===== config.mk =====
export PLATFORM = sky130hd
export DESIGN_NAME = apb_wait_mem_slave
export DESIGN_NICKNAME = d
export VERILOG_FILES = /design/src/rtl/apb_wait_mem_slave.sv
export SDC_FILE = /design/constraint.sdc
export NUM_CORES = 2
export LEC_CHECK = 0
export BUFFER_PORTS_ARGS = -buffer_cell sky130_fd_sc_hd__buf_2
export CAP_MARGIN = 20
export CORE_MARGIN = 1.5
export CORE_UTILIZATION = 63
export DETAILED_ROUTE_END_ITERATION = 12
export PLACE_DENSITY_LB_ADDON = 0.3
export SLEW_MARGIN = 20
export SYNTH_ARGS = -nofsm -noshare
export SYNTH_HDL_FRONTEND = slang
export SYNTH_SLANG_ARGS = --single-unit

===== constraint.sdc =====
create_clock -name pclk -period 5.3 [get_ports pclk]
set_input_delay 1.325 -clock pclk [delete_from_list [all_inputs] [get_ports pclk]]
set_output_delay 1.325 -clock pclk [all_outputs]
set_load 0.01 [all_outputs]

===== src/rtl/apb_wait_mem_slave.sv =====
// APB3 completer fronting a word-addressed scratch memory with programmable
// wait states, address error responses and a saturating error counter.
module apb_wait_mem_slave #(
    parameter int unsigned               APB_ADDR_WIDTH = 32,
    parameter int unsigned               APB_DATA_WIDTH = 32,
    parameter int unsigned               MEM_DEPTH      = 64,
    parameter logic [APB_ADDR_WIDTH-1:0] BASE_ADDR      = '0
) (
    input  logic                      pclk,
    input  logic                      presetn,
    input  logic                      psel,
    input  logic                      penable,
    input  logic [APB_ADDR_WIDTH-1:0] paddr,
    input  logic                      pwrite,
    input  logic [APB_DATA_WIDTH-1:0] pwdata,
    output logic [APB_DATA_WIDTH-1:0] prdata,
    output logic                      pready,
    output logic                      pslverr,
    input  logic [3:0]                wait_cycles,
    output logic [7:0]                err_count,
    output logic                      busy
);
    localparam int unsigned IDX_W     = $clog2(MEM_DEPTH);
    localparam int unsigned MEM_BYTES = 4 * MEM_DEPTH;
    localparam int unsigned CNT_W     = 4;
    localparam int unsigned ECNT_W    = 8;

    typedef enum logic {
        IDLE,
        ACCESS
    } state_t;

    state_t                      state_q;
    state_t                      state_d;
    logic [APB_ADDR_WIDTH-1:0]   addr_q;
    logic                        write_q;
    logic [APB_DATA_WIDTH-1:0]   wdata_q;
    logic [CNT_W-1:0]            cnt_q;
    logic [APB_DATA_WIDTH-1:0]   mem_q [MEM_DEPTH];

    logic [APB_ADDR_WIDTH-1:0]   offset;
    logic [IDX_W-1:0]            idx;
    logic                        addr_err;
    logic                        setup;
    logic                        waiting;

    // Address decode always works on the captured address, never the live bus.
    assign offset   = addr_q - BASE_ADDR;
    assign idx      = offset[IDX_W+1:2];
    assign addr_err = (addr_q[1:0] != 2'b00) || (addr_q < BASE_ADDR)
                   || (offset >= APB_ADDR_WIDTH'(MEM_BYTES));

    assign setup   = (state_q == IDLE) && psel && !penable;
    assign waiting = (state_q == ACCESS) && psel && penable && (cnt_q != '0);

    always_ff @(posedge pclk or negedge presetn) begin
        if (!presetn) begin
            state_q <= IDLE;
        end else begin
            state_q <= state_d;
        end
    end

    // Next state and the bus response; everything is quiet outside ACCESS.
    always_comb begin
        state_d = state_q;
        pready  = 1'b0;
        pslverr = 1'b0;
        prdata  = '0;
        busy    = 1'b0;
        case (state_q)
            IDLE: begin
                if (psel && !penable) begin
                    state_d = ACCESS;
                end
            end
            ACCESS: begin
                busy = 1'b1;
                if (!psel) begin
                    state_d = IDLE;
                end else if (penable && (cnt_q == '0)) begin
                    state_d = IDLE;
                    pready  = 1'b1;
                    pslverr = addr_err;
                    if (!addr_err && !write_q) begin
                        prdata = mem_q[idx];
                    end
                end
            end
            default: state_d = IDLE;
        endcase
    end

    // Transfer capture, wait countdown and error accounting.
    always_ff @(posedge pclk or negedge presetn) begin
        if (!presetn) begin
            addr_q    <= '0;
            write_q   <= 1'b0;
            wdata_q   <= '0;
            cnt_q     <= '0;
            err_count <= '0;
        end else begin
            if (setup) begin
                addr_q  <= paddr;
                write_q <= pwrite;
                wdata_q <= pwdata;
                cnt_q   <= wait_cycles;
            end else if (waiting) begin
                cnt_q <= cnt_q - CNT_W'(1);
            end
            if (pready && pslverr && (err_count != '1)) begin
                err_count <= err_count + ECNT_W'(1);
            end
        end
    end

    always_ff @(posedge pclk or negedge presetn) begin
        if (!presetn) begin
            for (int unsigned i = 0; i < MEM_DEPTH; i++) begin
                mem_q[i] <= '0;
            end
        end else if (pready && !pslverr && write_q) begin
            mem_q[idx] <= wdata_q;
        end
    end

endmodule


==> metrics.md <==
| Metric | Value |
|---|---|
| Mapped Nets | 6,859 |
| Number of global-route vias before repair | 66,900 |
| GRT Total Usage | 41.3% |
| H-tree levels | 4 |
| Sequential Area | 53,300 um^2 |
| Final Slew Violations | 0 |
| Final setup violation count | 7 |
| Clock sink count | 2,126 |
| Global-route wire length before repair | 466,000 um |
| FFs w/ async S/R, synth | 100% |
| MaxCap Viol Count | 0 |
| Crit-path max FO | 10 |
| Post-Syn Instances | 6,783 |
| Crit path from | addr_q[4]$_DFFE_PN0P_ |
| Antenna violations before repair | 20 |
| Die Area | 155,000 um^2 |
| Critical Path AT | 4.11 ns |
| Pin count of the biggest net entering global routing | 199 |
| Initial Utilization | 63.4% |
| Mapped Area | 96,100 um^2 |
| Synth top area share | 55.3% |
| Most common library cells after synthesis | mux2_2 (2,295), dfrtp_1 (2,126), clkbuf_1 (314), buf_2 (309), o22ai_1 (264) |
| Latest clock arrival within the worst-skew pair | 0.88 ns |
| Crit end category | output pin |
| Multi-input gate area | 40,600 um^2 |
| Max Clk Rate | 184 MHz |
| Maximum vdd drop | 0.000329 V |
| Routed wire length on met2 | 139,000 um |
| CP required | 3.97 ns |
| CP startpoint kind | register |
| CP cell instances | buf_12 > clkinv_4 > nor2_1 > buf_4 > a222oi_1 > nand2_1 > a221o_1 > nor4_1 > buf_4 > buf_2 |
| Met3 wire len | 41,800 um |
| Register area share after synthesis | 55.3% |
| Root Buffer | clkbuf_16 |
| Via Count | 65,800 |
| Num CTS Buffers | 207 |
| Drc violations | 0 |
| Relative slew margins | 14.4% |
| Tightest Pin Transition | 1.28 ns |
| WHS | 0.423 ns |
| Setup ws final | -0.136 ns |
| PortBufs | 115 |
| Chip width | 394 um |
| Nets | 6,938 |
| DRT iter0 DRCs | 8,131 |
| Routed length per instance | 35.4 um |
| GRT Residual Overflow | 0 |
| CP Class | reg2out |
| Fin crit period | 5.44 ns |
| Clk_skew | 0.0320 ns |
| Crit path depth | 10 |
| R2R cell count | 7 |
| CP top delay family | simple AND/OR/NAND/NOR gates |
| Post-synth EDFFs | 0 |
| # IOs | 116 |
| ANT nets after route | 0 |
| Yosys cell types | 64 |
| P_leak | 52.6 nW |
| CTS tree | done |
| Max Buffers Root-to-Sink | 3 |
| WP buf/inv | 5 |
| Fillers | 9,743 |
| Top cell type by total area after synthesis | dfrtp_1 |
| Worst-path clk slew | 0.06 ns |
| Drt first pass iters | 6 |
| Pwr Density | 353 nW/um^2 |
| Failing checks | setup timing |
| Core Area | 152,000 um^2 |
| Most frequent CP cell | buf_4 |
| Final Wtd Congestion | 0.902 |
| Outcome | complete, but fails checks |
| Tot Pwr | 38.4 mW |
| Area delta synth->final | 13.2% |
| Syn. warnings | 0 |
| Period utilisation layout | 103% |
| Reg2reg start | addr_q[5]$_DFFE_PN0P_ |
| Top_reg_cell synth | dfrtp_1 |
| Most common cell in the netlist | mux2_2 |
| Post-CTS Hold Buffers | 0 |
| HPWL Detailed | 189,000 um |
| Slowest CP cell | nor2_1 |
| Post-synthesis register bit count | 2,126 |
| Top Layer Used | met5 |
| Met1 wire length | 117,000 um |
| Crit path largest cell delay | 0.99 ns |
| Average via count per standard cell | 7.24 |
| Rows | 143 |
| Share of cells above drive strength 1 | 50.2% |
| Syn avg cell area | 14.2 um^2 |
| Top post-synthesis cells by area | dfrtp_1 (55%), mux2_2 (27%), mux4_2 (4.6%), o22ai_1 (1.7%), mux2i_1 (1.6%) |
| Final hold vios | 0 |
| Die Y-Extent | 394 um |
| Post-Route WL | 322,000 um |
| Hold WC Path Type | in2async |
-- state kept, by name, indices dropped and copies added, names as in the netlist --
signal,flops
mem_q,2048
addr_q,32
wdata_q,32
err_count,8
cnt_q,4
state_q,1
write_q,1
-- placed cells by master, fill, tap and decap left out, types with 127 or more instances in the layout --
cell	Yosys	routed
buf_4	17	342
o221ai_1	147	146
o22ai_1	264	263
nor2_1	194	127
mux2i_1	155	155
dfrtp_1	2126	2096
mux4_2	197	197
clkbuf_16	0	213
nand2_1	138	134
mux2_2	2295	2295
-- final timing paths --
| path | endpoint | slack, ns |
|---|---|---|
| max in group asynchronous | wdata_q[8]$_DFFE_PN0P_ | 3.39 |
| worst min-delay path | mem_q[174]$_DFFE_PN0P_ | 0.42 |
| min in group pclk | mem_q[1121]$_DFFE_PN0P_ | 0.50 |
| worst min register to register | mem_q[1121]$_DFFE_PN0P_ | 0.50 |
| worst max-delay path | prdata[17] | -0.14 |
| worst max register to register | mem_q[1195]$_DFFE_PN0P_ | 1.37 |
-- kinds of logic after synthesis --
group	Yosys count	synth area share, %
DFF	2126	55.3
buffers and inverters	706	3.22
and+or+nand+nor	460	2.16
AOI/OAI and AO/OA	831	6.04
xor gates and xnor gates	10	0.0911
muxes	2647	33.1
adders and majority gates	3	0.0390
-- final cells by class --
| cell class | count | share of cell area, % |
|---|---|---|
| well taps | 2030 | 2.33 |
| inverters | 7 | 0.0471 |
| clock inverters | 54 | 0.628 |
| flip-flops and latches | 2126 | 49.0 |
| clock buffers | 329 | 5.79 |
| diodes | 17 | 0.0391 |
| multi-input cells | 3954 | 37.3 |
| repair buffers | 566 | 4.89 |
-- stage by stage --
step	cells	setup TNS, ns	area, um^2	utilization, %	setup slack (ns)
4_1_cts	9028	-0.119	108000	71.3	-0.0550
3_5_place_dp	8605	-0.436	101000	66.3	-0.411
6_report	9083	-0.458	109000	71.7	-0.136
5_1_grt	9067	-0.0791	109000	71.7	-0.0323
3_3_place_gp	8604	-0.380	101000	66.3	-0.322
2_1_floorplan	6783	0	96100	-	0.525
-- timing repair --
item	in CTS	in global routing
resized for setup	28	30
pin swaps	2	7
setup buffers	36	32
endpoints found under the setup margin	30	23
cloned	4	3
-- power by group --
group | switching, mW | leakage, nW | internal [mW] | total, mW
sequential | 0.769 | 29.5 | 16.4 | 17.1
clock | 6.40 | 3.45 | 8.72 | 15.1
combinational | 4.18 | 19.6 | 1.94 | 6.11
total | 11.3 | 52.6 | 27.0 | 38.4
-- layer usage --
metal  GRT usage [%]  vias up
li1                -    25300
met1            53.8    34500
met2            59.2     4592
met3            14.8     1390
met4            25.7       26
met5           0.400        -
-- worst reg2reg max path, delay by kind of cell, from the launching register on --
kind / cells / cell delay [ns]
buffers and inverters: 3 / 1.37
AND/OR/NAND/NOR: 3 / 1.39
multiplexers: 1 / 0.46
flip-flops: 1 / 0.59
Note: power is estimated with default switching activity, not from simulation.
